**src/rtl/cr16_pkg.sv**
```systemverilog
// Shared types, encodings and field positions for the CR16 control unit.
package cr16_pkg;

  localparam int INSTR_W = 16;
  localparam int SEL_W   = 4;
  localparam int FLAG_W  = 5;
  localparam int NREGS   = 16;

  typedef enum logic [1:0] {
    ST_FETCH  = 2'd0,
    ST_DECODE = 2'd1,
    ST_EXEC   = 2'd2
  } state_e;

  localparam int MAJ_MSB = 15;
  localparam int MAJ_LSB = 12;
  localparam int RD_MSB  = 11;
  localparam int RD_LSB  = 8;
  localparam int EXT_MSB = 7;
  localparam int EXT_LSB = 4;
  localparam int RS_MSB  = 3;
  localparam int RS_LSB  = 0;

  localparam logic [3:0] MAJ_RTYPE = 4'h0;

  // R-type ext codes double as I-type major codes
  localparam logic [3:0] OP_ADD = 4'h5;
  localparam logic [3:0] OP_SUB = 4'h9;
  localparam logic [3:0] OP_CMP = 4'hB;
  localparam logic [3:0] OP_AND = 4'h1;
  localparam logic [3:0] OP_OR  = 4'h2;
  localparam logic [3:0] OP_XOR = 4'h3;

  localparam logic [3:0] ALU_ADD = 4'b0000;
  localparam logic [3:0] ALU_SUB = 4'b0100;
  localparam logic [3:0] ALU_AND = 4'b0110;
  localparam logic [3:0] ALU_OR  = 4'b0111;
  localparam logic [3:0] ALU_XOR = 4'b1000;

  typedef struct packed {
    logic [SEL_W-1:0]   a_sel;
    logic [SEL_W-1:0]   b_sel;
    logic [3:0]         opcode;
    logic [INSTR_W-1:0] imm;
    logic               imm_sel;
    logic               is_cmp;
    logic               illegal;
  } dec_t;

  // Returns {legal, alu_opcode} for an ext / I-type major code.
  function automatic logic [4:0] alu_map(input logic [3:0] op);
    case (op)
      OP_ADD:  alu_map = {1'b1, ALU_ADD};
      OP_SUB:  alu_map = {1'b1, ALU_SUB};
      OP_CMP:  alu_map = {1'b1, ALU_SUB};
      OP_AND:  alu_map = {1'b1, ALU_AND};
      OP_OR:   alu_map = {1'b1, ALU_OR};
      OP_XOR:  alu_map = {1'b1, ALU_XOR};
      default: alu_map = 5'b0_0000;
    endcase
  endfunction

endpackage

```
**src/rtl/cr16_control_fsm_if.sv**
```systemverilog
// Instruction handshake and datapath control bundle of the CR16 control unit.
interface cr16_control_fsm_if;
  import cr16_pkg::*;

  logic [INSTR_W-1:0] I_INSTR;
  logic               I_INSTR_VALID;
  logic               O_INSTR_READY;
  logic [FLAG_W-1:0]  I_STATUS_FLAGS;
  logic [SEL_W-1:0]   O_REG_A_SELECT;
  logic [SEL_W-1:0]   O_REG_B_SELECT;
  logic [3:0]         O_OPCODE;
  logic [INSTR_W-1:0] O_IMMEDIATE;
  logic               O_IMMEDIATE_SELECT;
  logic               O_ENABLE;
  logic [NREGS-1:0]   O_REG_WRITE_ENABLE;
  logic [FLAG_W-1:0]  O_FLAGS;
  logic               O_ILLEGAL;
  logic [15:0]        O_RETIRED;

  modport master (
    input  I_INSTR, I_INSTR_VALID, I_STATUS_FLAGS,
    output O_INSTR_READY, O_REG_A_SELECT, O_REG_B_SELECT, O_OPCODE,
           O_IMMEDIATE, O_IMMEDIATE_SELECT, O_ENABLE, O_REG_WRITE_ENABLE,
           O_FLAGS, O_ILLEGAL, O_RETIRED
  );

  modport slave (
    output I_INSTR, I_INSTR_VALID, I_STATUS_FLAGS,
    input  O_INSTR_READY, O_REG_A_SELECT, O_REG_B_SELECT, O_OPCODE,
           O_IMMEDIATE, O_IMMEDIATE_SELECT, O_ENABLE, O_REG_WRITE_ENABLE,
           O_FLAGS, O_ILLEGAL, O_RETIRED
  );
endinterface

```
**src/rtl/cr16_instr_decoder.sv**
```systemverilog
// Combinational CR16 instruction decode: word -> selects, ALU op, immediate, flags.
module cr16_instr_decoder
  import cr16_pkg::*;
(
  input  logic [INSTR_W-1:0] instr_i,
  output dec_t               dec_o
);

  logic [3:0] major, ext, op;
  logic [4:0] m;

  assign major = instr_i[MAJ_MSB:MAJ_LSB];
  assign ext   = instr_i[EXT_MSB:EXT_LSB];
  assign op    = (major == MAJ_RTYPE) ? ext : major;
  assign m     = alu_map(op);

  always_comb begin
    dec_o = '0;
    if (!m[4]) begin
      dec_o.illegal = 1'b1;
    end else begin
      dec_o.a_sel  = instr_i[RD_MSB:RD_LSB];
      dec_o.opcode = m[3:0];
      dec_o.is_cmp = (op == OP_CMP);
      if (major == MAJ_RTYPE) begin
        dec_o.b_sel = instr_i[RS_MSB:RS_LSB];
      end else begin
        dec_o.imm     = {{8{instr_i[7]}}, instr_i[7:0]};
        dec_o.imm_sel = 1'b1;
      end
    end
  end

endmodule

```
**src/rtl/cr16_control_fsm.sv**
```systemverilog
// CR16 fetch/decode/execute control unit. Compare flag capture is enabled by
// defining CR16_CTRL_FLAG_CAPTURE_EN; otherwise O_FLAGS is tied to zero.
module cr16_control_fsm
  import cr16_pkg::*;
(
  input  logic               I_CLK,
  input  logic               I_RESET,
  cr16_control_fsm_if.master bus
);

  state_e             state_q, state_d;
  logic [INSTR_W-1:0] ir_q;
  dec_t               dec_q, dec;
  logic [15:0]        retired_q;
  logic               ready, hs;

  // Decode straight from the bus in FETCH so controls are valid in DECODE.
  cr16_instr_decoder u_dec (
    .instr_i (state_q == ST_FETCH ? bus.I_INSTR : ir_q),
    .dec_o   (dec)
  );

  assign hs = ready && bus.I_INSTR_VALID;

  always_ff @(posedge I_CLK) begin
    if (I_RESET) state_q <= ST_FETCH;
    else         state_q <= state_d;
  end

  always_comb begin
    state_d = state_q;
    case (state_q)
      ST_FETCH:  if (hs) state_d = ST_DECODE;
      ST_DECODE: state_d = ST_EXEC;
      default:   state_d = ST_FETCH;
    endcase
  end

  always_comb begin
    ready                  = 1'b0;
    bus.O_ENABLE           = 1'b0;
    bus.O_REG_WRITE_ENABLE = '0;
    bus.O_ILLEGAL          = 1'b0;
    case (state_q)
      ST_FETCH: ready = !I_RESET;
      ST_EXEC: begin
        if (dec_q.illegal) begin
          bus.O_ILLEGAL = 1'b1;
        end else begin
          bus.O_ENABLE = 1'b1;
          if (!dec_q.is_cmp) bus.O_REG_WRITE_ENABLE = 16'h0001 << dec_q.a_sel;
        end
      end
      default: ;
    endcase
  end

  always_ff @(posedge I_CLK) begin
    if (I_RESET) begin
      ir_q      <= '0;
      dec_q     <= '0;
      retired_q <= '0;
    end else begin
      if (hs) ir_q <= bus.I_INSTR;
      if (hs || state_q == ST_DECODE) dec_q <= dec;
      if (state_q == ST_EXEC && !dec_q.illegal) retired_q <= retired_q + 16'd1;
    end
  end

`ifdef CR16_CTRL_FLAG_CAPTURE_EN
  logic [FLAG_W-1:0] flags_q;

  always_ff @(posedge I_CLK) begin
    if (I_RESET) flags_q <= '0;
    else if (state_q == ST_EXEC && !dec_q.illegal && dec_q.is_cmp)
      flags_q <= bus.I_STATUS_FLAGS;
  end

  assign bus.O_FLAGS = flags_q;
`else
  logic unused_flags;
  assign unused_flags = ^bus.I_STATUS_FLAGS;
  assign bus.O_FLAGS  = '0;
`endif

  assign bus.O_INSTR_READY      = ready;
  assign bus.O_REG_A_SELECT     = dec_q.a_sel;
  assign bus.O_REG_B_SELECT     = dec_q.b_sel;
  assign bus.O_OPCODE           = dec_q.opcode;
  assign bus.O_IMMEDIATE        = dec_q.imm;
  assign bus.O_IMMEDIATE_SELECT = dec_q.imm_sel;
  assign bus.O_RETIRED          = retired_q;

endmodule

```
**src/flat_wrapper.sv**
```systemverilog
// flat-port wrapper written by rule: the top's interface ports become plain ports
module cr16_control_fsm_flat import cr16_pkg::*;
  (I_CLK, I_RESET, bus_I_INSTR, bus_I_INSTR_VALID, bus_I_STATUS_FLAGS, bus_O_INSTR_READY, bus_O_REG_A_SELECT, bus_O_REG_B_SELECT, bus_O_OPCODE, bus_O_IMMEDIATE, bus_O_IMMEDIATE_SELECT, bus_O_ENABLE, bus_O_REG_WRITE_ENABLE, bus_O_FLAGS, bus_O_ILLEGAL, bus_O_RETIRED);
  cr16_control_fsm_if bus_i ();
  input  logic I_CLK;
  input  logic I_RESET;
  input wire logic [$bits(bus_i.I_INSTR)-1:0] bus_I_INSTR;
  input wire logic [$bits(bus_i.I_INSTR_VALID)-1:0] bus_I_INSTR_VALID;
  input wire logic [$bits(bus_i.I_STATUS_FLAGS)-1:0] bus_I_STATUS_FLAGS;
  output wire logic [$bits(bus_i.O_INSTR_READY)-1:0] bus_O_INSTR_READY;
  output wire logic [$bits(bus_i.O_REG_A_SELECT)-1:0] bus_O_REG_A_SELECT;
  output wire logic [$bits(bus_i.O_REG_B_SELECT)-1:0] bus_O_REG_B_SELECT;
  output wire logic [$bits(bus_i.O_OPCODE)-1:0] bus_O_OPCODE;
  output wire logic [$bits(bus_i.O_IMMEDIATE)-1:0] bus_O_IMMEDIATE;
  output wire logic [$bits(bus_i.O_IMMEDIATE_SELECT)-1:0] bus_O_IMMEDIATE_SELECT;
  output wire logic [$bits(bus_i.O_ENABLE)-1:0] bus_O_ENABLE;
  output wire logic [$bits(bus_i.O_REG_WRITE_ENABLE)-1:0] bus_O_REG_WRITE_ENABLE;
  output wire logic [$bits(bus_i.O_FLAGS)-1:0] bus_O_FLAGS;
  output wire logic [$bits(bus_i.O_ILLEGAL)-1:0] bus_O_ILLEGAL;
  output wire logic [$bits(bus_i.O_RETIRED)-1:0] bus_O_RETIRED;
  assign bus_i.I_INSTR = bus_I_INSTR;
  assign bus_i.I_INSTR_VALID = bus_I_INSTR_VALID;
  assign bus_i.I_STATUS_FLAGS = bus_I_STATUS_FLAGS;
  assign bus_O_INSTR_READY = bus_i.O_INSTR_READY;
  assign bus_O_REG_A_SELECT = bus_i.O_REG_A_SELECT;
  assign bus_O_REG_B_SELECT = bus_i.O_REG_B_SELECT;
  assign bus_O_OPCODE = bus_i.O_OPCODE;
  assign bus_O_IMMEDIATE = bus_i.O_IMMEDIATE;
  assign bus_O_IMMEDIATE_SELECT = bus_i.O_IMMEDIATE_SELECT;
  assign bus_O_ENABLE = bus_i.O_ENABLE;
  assign bus_O_REG_WRITE_ENABLE = bus_i.O_REG_WRITE_ENABLE;
  assign bus_O_FLAGS = bus_i.O_FLAGS;
  assign bus_O_ILLEGAL = bus_i.O_ILLEGAL;
  assign bus_O_RETIRED = bus_i.O_RETIRED;
  cr16_control_fsm u_core (.I_CLK(I_CLK), .I_RESET(I_RESET), .bus(bus_i));
endmodule
```
**config.mk**
```make
export PLATFORM = sky130hd
export DESIGN_NAME = cr16_control_fsm_flat
export DESIGN_NICKNAME = d
export VERILOG_FILES = /design/src/rtl/cr16_pkg.sv /design/src/rtl/cr16_control_fsm_if.sv /design/src/rtl/cr16_instr_decoder.sv /design/src/rtl/cr16_control_fsm.sv /design/src/flat_wrapper.sv
export SDC_FILE = /design/constraint.sdc
export NUM_CORES = 1
export LEC_CHECK = 0
export CAP_MARGIN = 25
export CELL_PAD_IN_SITES_DETAIL_PLACEMENT = 1
export CELL_PAD_IN_SITES_GLOBAL_PLACEMENT = 2
export CORE_ASPECT_RATIO = 0.6
export CORE_MARGIN = 5
export CORE_UTILIZATION = 30
export DETAILED_ROUTE_END_ITERATION = 8
export PLACE_DENSITY_LB_ADDON = 0.1
export SLEW_MARGIN = 20
export SYNTH_ARGS = -nofsm -noshare
export SYNTH_HDL_FRONTEND = slang
export SYNTH_HIERARCHICAL = 1
export SYNTH_SLANG_ARGS = --single-unit
```
**constraint.sdc**
```tcl
create_clock -name I_CLK -period 5.5 [get_ports I_CLK]
set_clock_uncertainty 0.2 [all_clocks]
set_input_delay 1.1 -clock I_CLK [delete_from_list [all_inputs] [get_ports I_CLK]]
set_output_delay 1.1 -clock I_CLK [all_outputs]
set_load 0.05 [all_outputs]
```
==> results of run 1 <==
## final cells by class
class / instances / area (µm²) / share of cell area [%]
clock buffers: 10 / 239 / 5.29
inverters: 6 / 22.5 / 0.499
well taps: 160 / 200 / 4.43
repair buffers: 87 / 873 / 19.3
multi-input cells: 306 / 1810 / 40.1
clock inverters: 6 / 67.6 / 1.50
flip-flops and latches: 65 / 1300 / 28.8
## cell usage after synthesis, types with 2 or more instances
master / n / area share [%]
mux2_2: 19 / 6.0
clkbuf_1: 16 / 1.7
nor2_2: 2 / 0.35
nor2b_1: 12 / 2.1
a21oi_1: 38 / 5.4
o21ai_2: 2 / 0.49
a21oi_2: 4 / 0.99
o21ai_0: 21 / 3.0
buf_2: 2 / 0.28
or3_1: 4 / 0.71
nor2_1: 29 / 3.1
dfxtp_1: 65 / 37
buf_4: 41 / 8.7
nand3_1: 4 / 0.56
nor4_1: 3 / 0.53
nand2_1: 92 / 9.7
and3_1: 2 / 0.35
xnor2_1: 4 / 0.99
nand2b_1: 20 / 3.5
xor2_1: 4 / 0.99
inv_1: 5 / 0.53
a21boi_2: 4 / 1.3
nor4b_4: 2 / 1.3
nand4_1: 3 / 0.53
buf_6: 4 / 1.3
buf_1: 2 / 0.21
nor3_1: 10 / 1.4
nor3b_1: 2 / 0.42
## logic make-up after synthesis
family          Yosys count  synth area share (%)
buf+inv                  71                  12.8
compound gates           76                  13.7
fa+ha+maj                 1                 0.353
simple gates            196                  28.0
other cells               1                 0.106
flops                    65                  36.7
mux                      20                  6.32
xor+xnor                  8                  1.98
## metal layers
| metal | routed length [µm] | vias up | global-route usage [%] |
|---|---|---|---|
| met2 | 4130 | 64 | 21.9 |
| met5 | 0 | - | 0 |
| met3 | 614 | 10 | 5.26 |
| li1 | - | 1484 | - |
| met1 | 4630 | 1382 | 18.1 |
| met4 | 95 | 0 | 3.88 |
## power by group
part	total, mW	switching, mW	internal, mW
clock network	0.583	0.219	0.364
registers	0.507	0.0151	0.492
logic	0.239	0.151	0.0884
total	1.33	0.385	0.944
## worst max-delay path: stages (launching register included)
cell             delay [ns]
dfxtp_1                0.60
nor4b_1                0.47
nand2_1                0.22
nor3_1                 0.20
clkdlybuf4s50_1        0.84
## state kept, by name (all words and copies together) (netlist names)
signal	flops
u_core/bus.O_RETIRED	16
u_core/bus.O_IMMEDIATE_SELECT	1
u_core/bus.O_REG_B_SELECT	4
u_core/ir_q	16
u_core/state_q	2
u_core/bus.O_REG_A_SELECT	4
u_core/dec_q	2
u_core/bus.O_IMMEDIATE	16
u_core/bus.O_OPCODE	4
## worst min path at each step
stage,depth (start not counted),start,endpoint
floorplan,2,u_core/bus.O_IMMEDIATE[0]$_SDFFE_PP0P_,u_core/bus.O_IMMEDIATE[0]$_SDFFE_PP0P_
global route,2,u_core/bus.O_IMMEDIATE[7]$_SDFFE_PP0P_,u_core/bus.O_IMMEDIATE[7]$_SDFFE_PP0P_
finish,2,u_core/bus.O_IMMEDIATE[7]$_SDFFE_PP0P_,u_core/bus.O_IMMEDIATE[7]$_SDFFE_PP0P_
CTS,2,u_core/bus.O_IMMEDIATE[7]$_SDFFE_PP0P_,u_core/bus.O_IMMEDIATE[7]$_SDFFE_PP0P_
global placement,2,u_core/bus.O_IMMEDIATE[11]$_SDFFE_PP0P_,u_core/bus.O_IMMEDIATE[11]$_SDFFE_PP0P_
detailed placement,2,u_core/bus.O_IMMEDIATE[7]$_SDFFE_PP0P_,u_core/bus.O_IMMEDIATE[7]$_SDFFE_PP0P_
## metrics by stage
stage                     instances  cell area, µm²
after floorplan                 442            3560
final                           640            4520
after global placement          623            4180
after global routing            640            4520
after CTS                       640            4520
after detailed placement        624            4210
==> flow_summary_export.csv, run 1 <==
group,metric,value,unit
outcome,status,"finished, final reports clean",
timing,finalSetupTns,0,ns
clock_tree,post_cts_buffers,0,
timing,min_period,3.96,ns
cells_and_area,fin_nets,500,
clock_tree,clkTransAtPathRegs,0.06,ns
floorplan,start_util,31.1,%
timing,post-route-period-util,72.0,%
power,ir_drop,0.145,mV
placement,gp_congestion,0.764,
clock_tree,clock_latency,0.33,ns
timing,whs,0.250,ns
routing,drt_iter0_drc,76,
timing,fmax,253,MHz
setup_path,crit_path_end_kind,"output port",
clock_tree,cts_resized,0,
setup_path,reg2reg_to,"u_core/bus.O_IMMEDIATE[11]$_SDFFE_PP0P_",
floorplan,die_w,150,µm
cells_and_area,final_util,39.6,%
routing,ant_nets,0,
timing,final_hold_viol_count,0,
clock_tree,cts_hold_buf,0,
power,design_power_total,1.33,mW
setup_path,arrival,2.66,ns
grt,grt_use_total,14.0,%
power,p_leak,1.50,nW
placement,port-buffer-count,82,
setup_path,ff2ff_setup_slack,2.54,ns
clock_tree,clock_path_buffers,2,
setup_path,cp-endpoint,"bus_O_REG_WRITE_ENABLE[4]",
floorplan,dieArea,14200,µm²
min_path,min_path_type,"register to register",
setup_path,crit_start,"u_core/state_q[1]$_SDFFE_PP0P_",
power,power.density,294,nW/µm²
floorplan,core,11400,µm²
routing,drtPass1Iterations,4,
cells_and_area,layout_commonest_cell,"nand2_1",
floorplan,core.rowCount,30,
cells_and_area,final_cell_mix,"nand2_1 (92), clkdlybuf4s50_1 (81), dfxtp_1 (65), a21oi_1 (37), nor2_1 (29)",
yosys,synth-edff-count,0,
clock_tree,cts.sinks,65,
placement,post-place-ws,1.87,ns
setup_path,r2r_cells,8,
setup_path,required,4.20,ns
routing,num_vias,2940,
timing,fin_ws,1.54,ns
clock_tree,clockRootBuffer,"clkbuf_16",
setup_path,crit_path_max_fanout,11,
routing,routed_via_density,4.59,
timing,maxSlewViolCount,0,
routing,routed_wirelength,9470,µm
grt,grt_max_degree,70,
yosys,ys_warn_count,6,
placement,hpwl,6900,µm
cells_and_area,diodes,0,
yosys,synth_cells,438,
yosys,yosysSeqAreaShare,36.7,%
routing,wl_per_cell,14.8,µm
clock_tree,h-tree-depth,3,
setup_path,critical_path.startpoint_type,"register",
setup_path,timing.rr.start,"u_core/state_q[1]$_SDFFE_PP0P_",
floorplan,die_y,94.2,µm
timing,worst_pin_slew,0.755,ns
grt,grt_pass1_wl,15600,µm
yosys,syn_avg_cell_area,8.09,µm²
timing,rsz0062_at_grt,"false",
floorplan,num_io_pins,93,
cells_and_area,n_fill_cell,1354,
grt,grt_pass1_vias,3015,
yosys,netlist-cell-type-count,50,
routing,drc,0,
yosys,synth-seq-cells,65,
grt,globalRoute.totalOverflow,0,
setup_path,critPathKind,"register to output port",
yosys,synth_area,3540,µm²
grt,antenna_found_initial,0,
yosys,async_flop_share,0,%
timing,setup_viol,0,
cells_and_area,synthToLayoutAreaGrowth,27.5,%
clock_tree,cts_tree,"done",
cells_and_area,drive_gt1_share,14.0,%
clock_tree,cts-buffers-inserted,9,
timing,slew_headroom,49.2,%
yosys,synthFlopType,"dfxtp_1",
flow_run,cap_violations,0,
(Power assumes the default switching activity.)
==> inputs of run 2 (changes only) <==
--- a/config.mk
+++ b/config.mk
@@ -10,7 +10,7 @@
 export CELL_PAD_IN_SITES_GLOBAL_PLACEMENT = 2
 export CORE_ASPECT_RATIO = 0.6
 export CORE_MARGIN = 5
-export CORE_UTILIZATION = 30
+export CORE_UTILIZATION = 25
 export DETAILED_ROUTE_END_ITERATION = 8
 export PLACE_DENSITY_LB_ADDON = 0.1
 export SLEW_MARGIN = 20
==> constraint.sdc (replaced) <==
create_clock -name I_CLK -period 3.55 [get_ports I_CLK]
set_clock_uncertainty 0.2 [all_clocks]
set_input_delay 0.71 -clock I_CLK [delete_from_list [all_inputs] [get_ports I_CLK]]
set_output_delay 0.71 -clock I_CLK [all_outputs]
set_load 0.05 [all_outputs]
==> run 2 against run 1 <==
Effect of this change: flip-flop and latch count unchanged; worst hold slack improved by 0.0045 ns; largest power group unchanged; die area increased by 18%; via count increased by 1.6%.
==> flow_summary_export.csv, run 2 (synthesis results as in run 1) <==
group,metric,value,unit
cells_and_area,multi_input_area,1810,µm²
placement,hpwl,7170,µm
power,seqPwrFrac,36.8,%
routing,wl_per_cell,14.8,µm
floorplan,start_util,25.8,%
cells_and_area,fin_nets,502,
clock_tree,h-tree-depth,3,
floorplan,dieArea,16700,µm²
setup_path,crit_path_max_fanout,6,
floorplan,num_io_pins,93,
placement,port-buffer-count,82,
cells_and_area,synthToLayoutAreaGrowth,27.8,%
clock_tree,cts-buffers-inserted,9,
grt,grt_pass1_vias,3086,
grt,grt_use_total,12.5,%
power,ir_drop,0.195,mV
routing,drt_iter0_drc,141,
clock_tree,clock_latency,0.33,ns
clock_tree,cts_resized,0,
timing,fmax,331,MHz
grt,grt_pass1_wl,16200,µm
floorplan,die_w,164,µm
power,p_int,1.55,mW
cells_and_area,layout_commonest_cell,"nand2_1",
min_path,min_path_type,"register to register",
setup_path,arrival,2.11,ns
timing,whs,0.254,ns
clock_tree,post_cts_buffers,0,
power,swShare,27.4,%
routing,num_vias,2988,
cells_and_area,n_fill_cell,1615,
routing,ant_nets,0,
placement,gp_congestion,0.716,
clock_tree,cts_tree,"done",
setup_path,crit_path_end_kind,"output port",
timing,final_hold_viol_count,0,
timing,slew_headroom,45.3,%
timing,maxSlewViolCount,0,
clock_tree,cts_hold_buf,0,
timing,fin_ws,0.530,ns
grt,grt_max_degree,70,
timing,finalSetupTns,0,ns
power,p_comb_share,17.2,%
cells_and_area,drive_gt1_share,17.0,%
setup_path,critPathKind,"register to output port",
power,p_leak,1.54,nW
power,clkPwrFrac,45.9,%
cells_and_area,final_cell_mix,"nand2_1 (92), clkdlybuf4s50_1 (65), dfxtp_1 (65), a21oi_1 (37), nor2_1 (29)",
timing,min_period,3.02,ns
clock_tree,clockRootBuffer,"clkbuf_16",
grt,globalRoute.totalOverflow,0,
cells_and_area,diodes,0,
placement,post-place-ws,0.311,ns
floorplan,die_y,102,µm
power,design_power_total,2.13,mW
timing,setup_viol,0,
floorplan,core.rowCount,33,
outcome,status,"finished, final reports clean",
floorplan,core,13700,µm²
timing,rsz0062_at_grt,"false",
grt,antenna_found_initial,0,
timing,post-route-period-util,85.1,%
cells_and_area,ff_latch_area,1300,µm²
power,power.switching,0.585,mW
power,power.density,471,nW/µm²
clock_tree,clock_path_buffers,2,
routing,routed_via_density,4.43,
routing,routed_wirelength,9960,µm
setup_path,critical_path.startpoint_type,"register",
clock_tree,clkTransAtPathRegs,0.06,ns
routing,drtPass1Iterations,4,
setup_path,required,2.64,ns
clock_tree,cts.sinks,65,
routing,drc,0,
timing,worst_pin_slew,0.819,ns
flow_run,cap_violations,0,
-- run 2: cell count changes in the layout (fill, tap and decap cells not counted), sizes merged --
cell           previous run  this run
buf                       6        24
bufinv                    1         2
clkbuf                   10        14
clkdlybuf4s50            81        65
clkinv                    3         0
clkinvlp                  2         0
-- run 2: critical path: stages, from the launching register on --
cell             delay, ns
dfxtp_1               0.41
nor3b_2               0.47
clkdlybuf4s50_1       0.90
-- run 2: power by group through the flow --
stage               sequential, mW  clock [mW]  combinational [mW]
floorplan                    0.797           0               0.304
CTS                          0.786        1.02               0.376
global route                 0.790        1.05               0.401
finish                       0.786       0.980               0.368
detailed placement           0.802           0               0.375
global placement             0.800           0               0.373
-- run 2: stage by stage --
stage                     instances  utilization [%]  instance area (µm²)
after floorplan                 442                -                 3560
after global placement          658             30.6                 4210
after detailed placement        658             30.6                 4210
after CTS                       674             32.9                 4530
after global routing            674             32.9                 4530
final                           674             32.9                 4530
-- run 2: worst paths after layout --
kind | from | endpoint | slack [ns] | cells past startpoint
setup / recovery | u_core/state_q[1]$_SDFFE_PP0P_ | bus_O_ENABLE | 0.53 | 2
hold / removal | u_core/bus.O_IMMEDIATE[8]$_SDFFE_PP0P_ | u_core/bus.O_IMMEDIATE[8]$_SDFFE_PP0P_ | 0.25 | 2
setup reg to reg | u_core/state_q[0]$_SDFFE_PP0P_ | u_core/bus.O_IMMEDIATE[13]$_SDFFE_PP0P_ | 0.59 | 8
hold reg to reg | u_core/bus.O_IMMEDIATE[8]$_SDFFE_PP0P_ | u_core/bus.O_IMMEDIATE[8]$_SDFFE_PP0P_ | 0.25 | 2
-- run 2: cell type report --
class	count	share of cell area, %
sequential	65	28.7
inverter	6	0.497
tap	192	5.30
clock buffer	14	5.83
multi-input combinational	306	40.0
timing repair buffer	89	18.3
clock inverter	2	1.33
-- run 2: layer usage --
metal	up-vias	routed length [µm]	share of wire, %	global-route usage, %
met1	1423	5150	52	17.4
met2	68	4180	42	18.5
met3	11	520	5.2	4.11
met5	-	0	0	0
li1	1486	-	-	-
met4	0	119	1.2	3.48
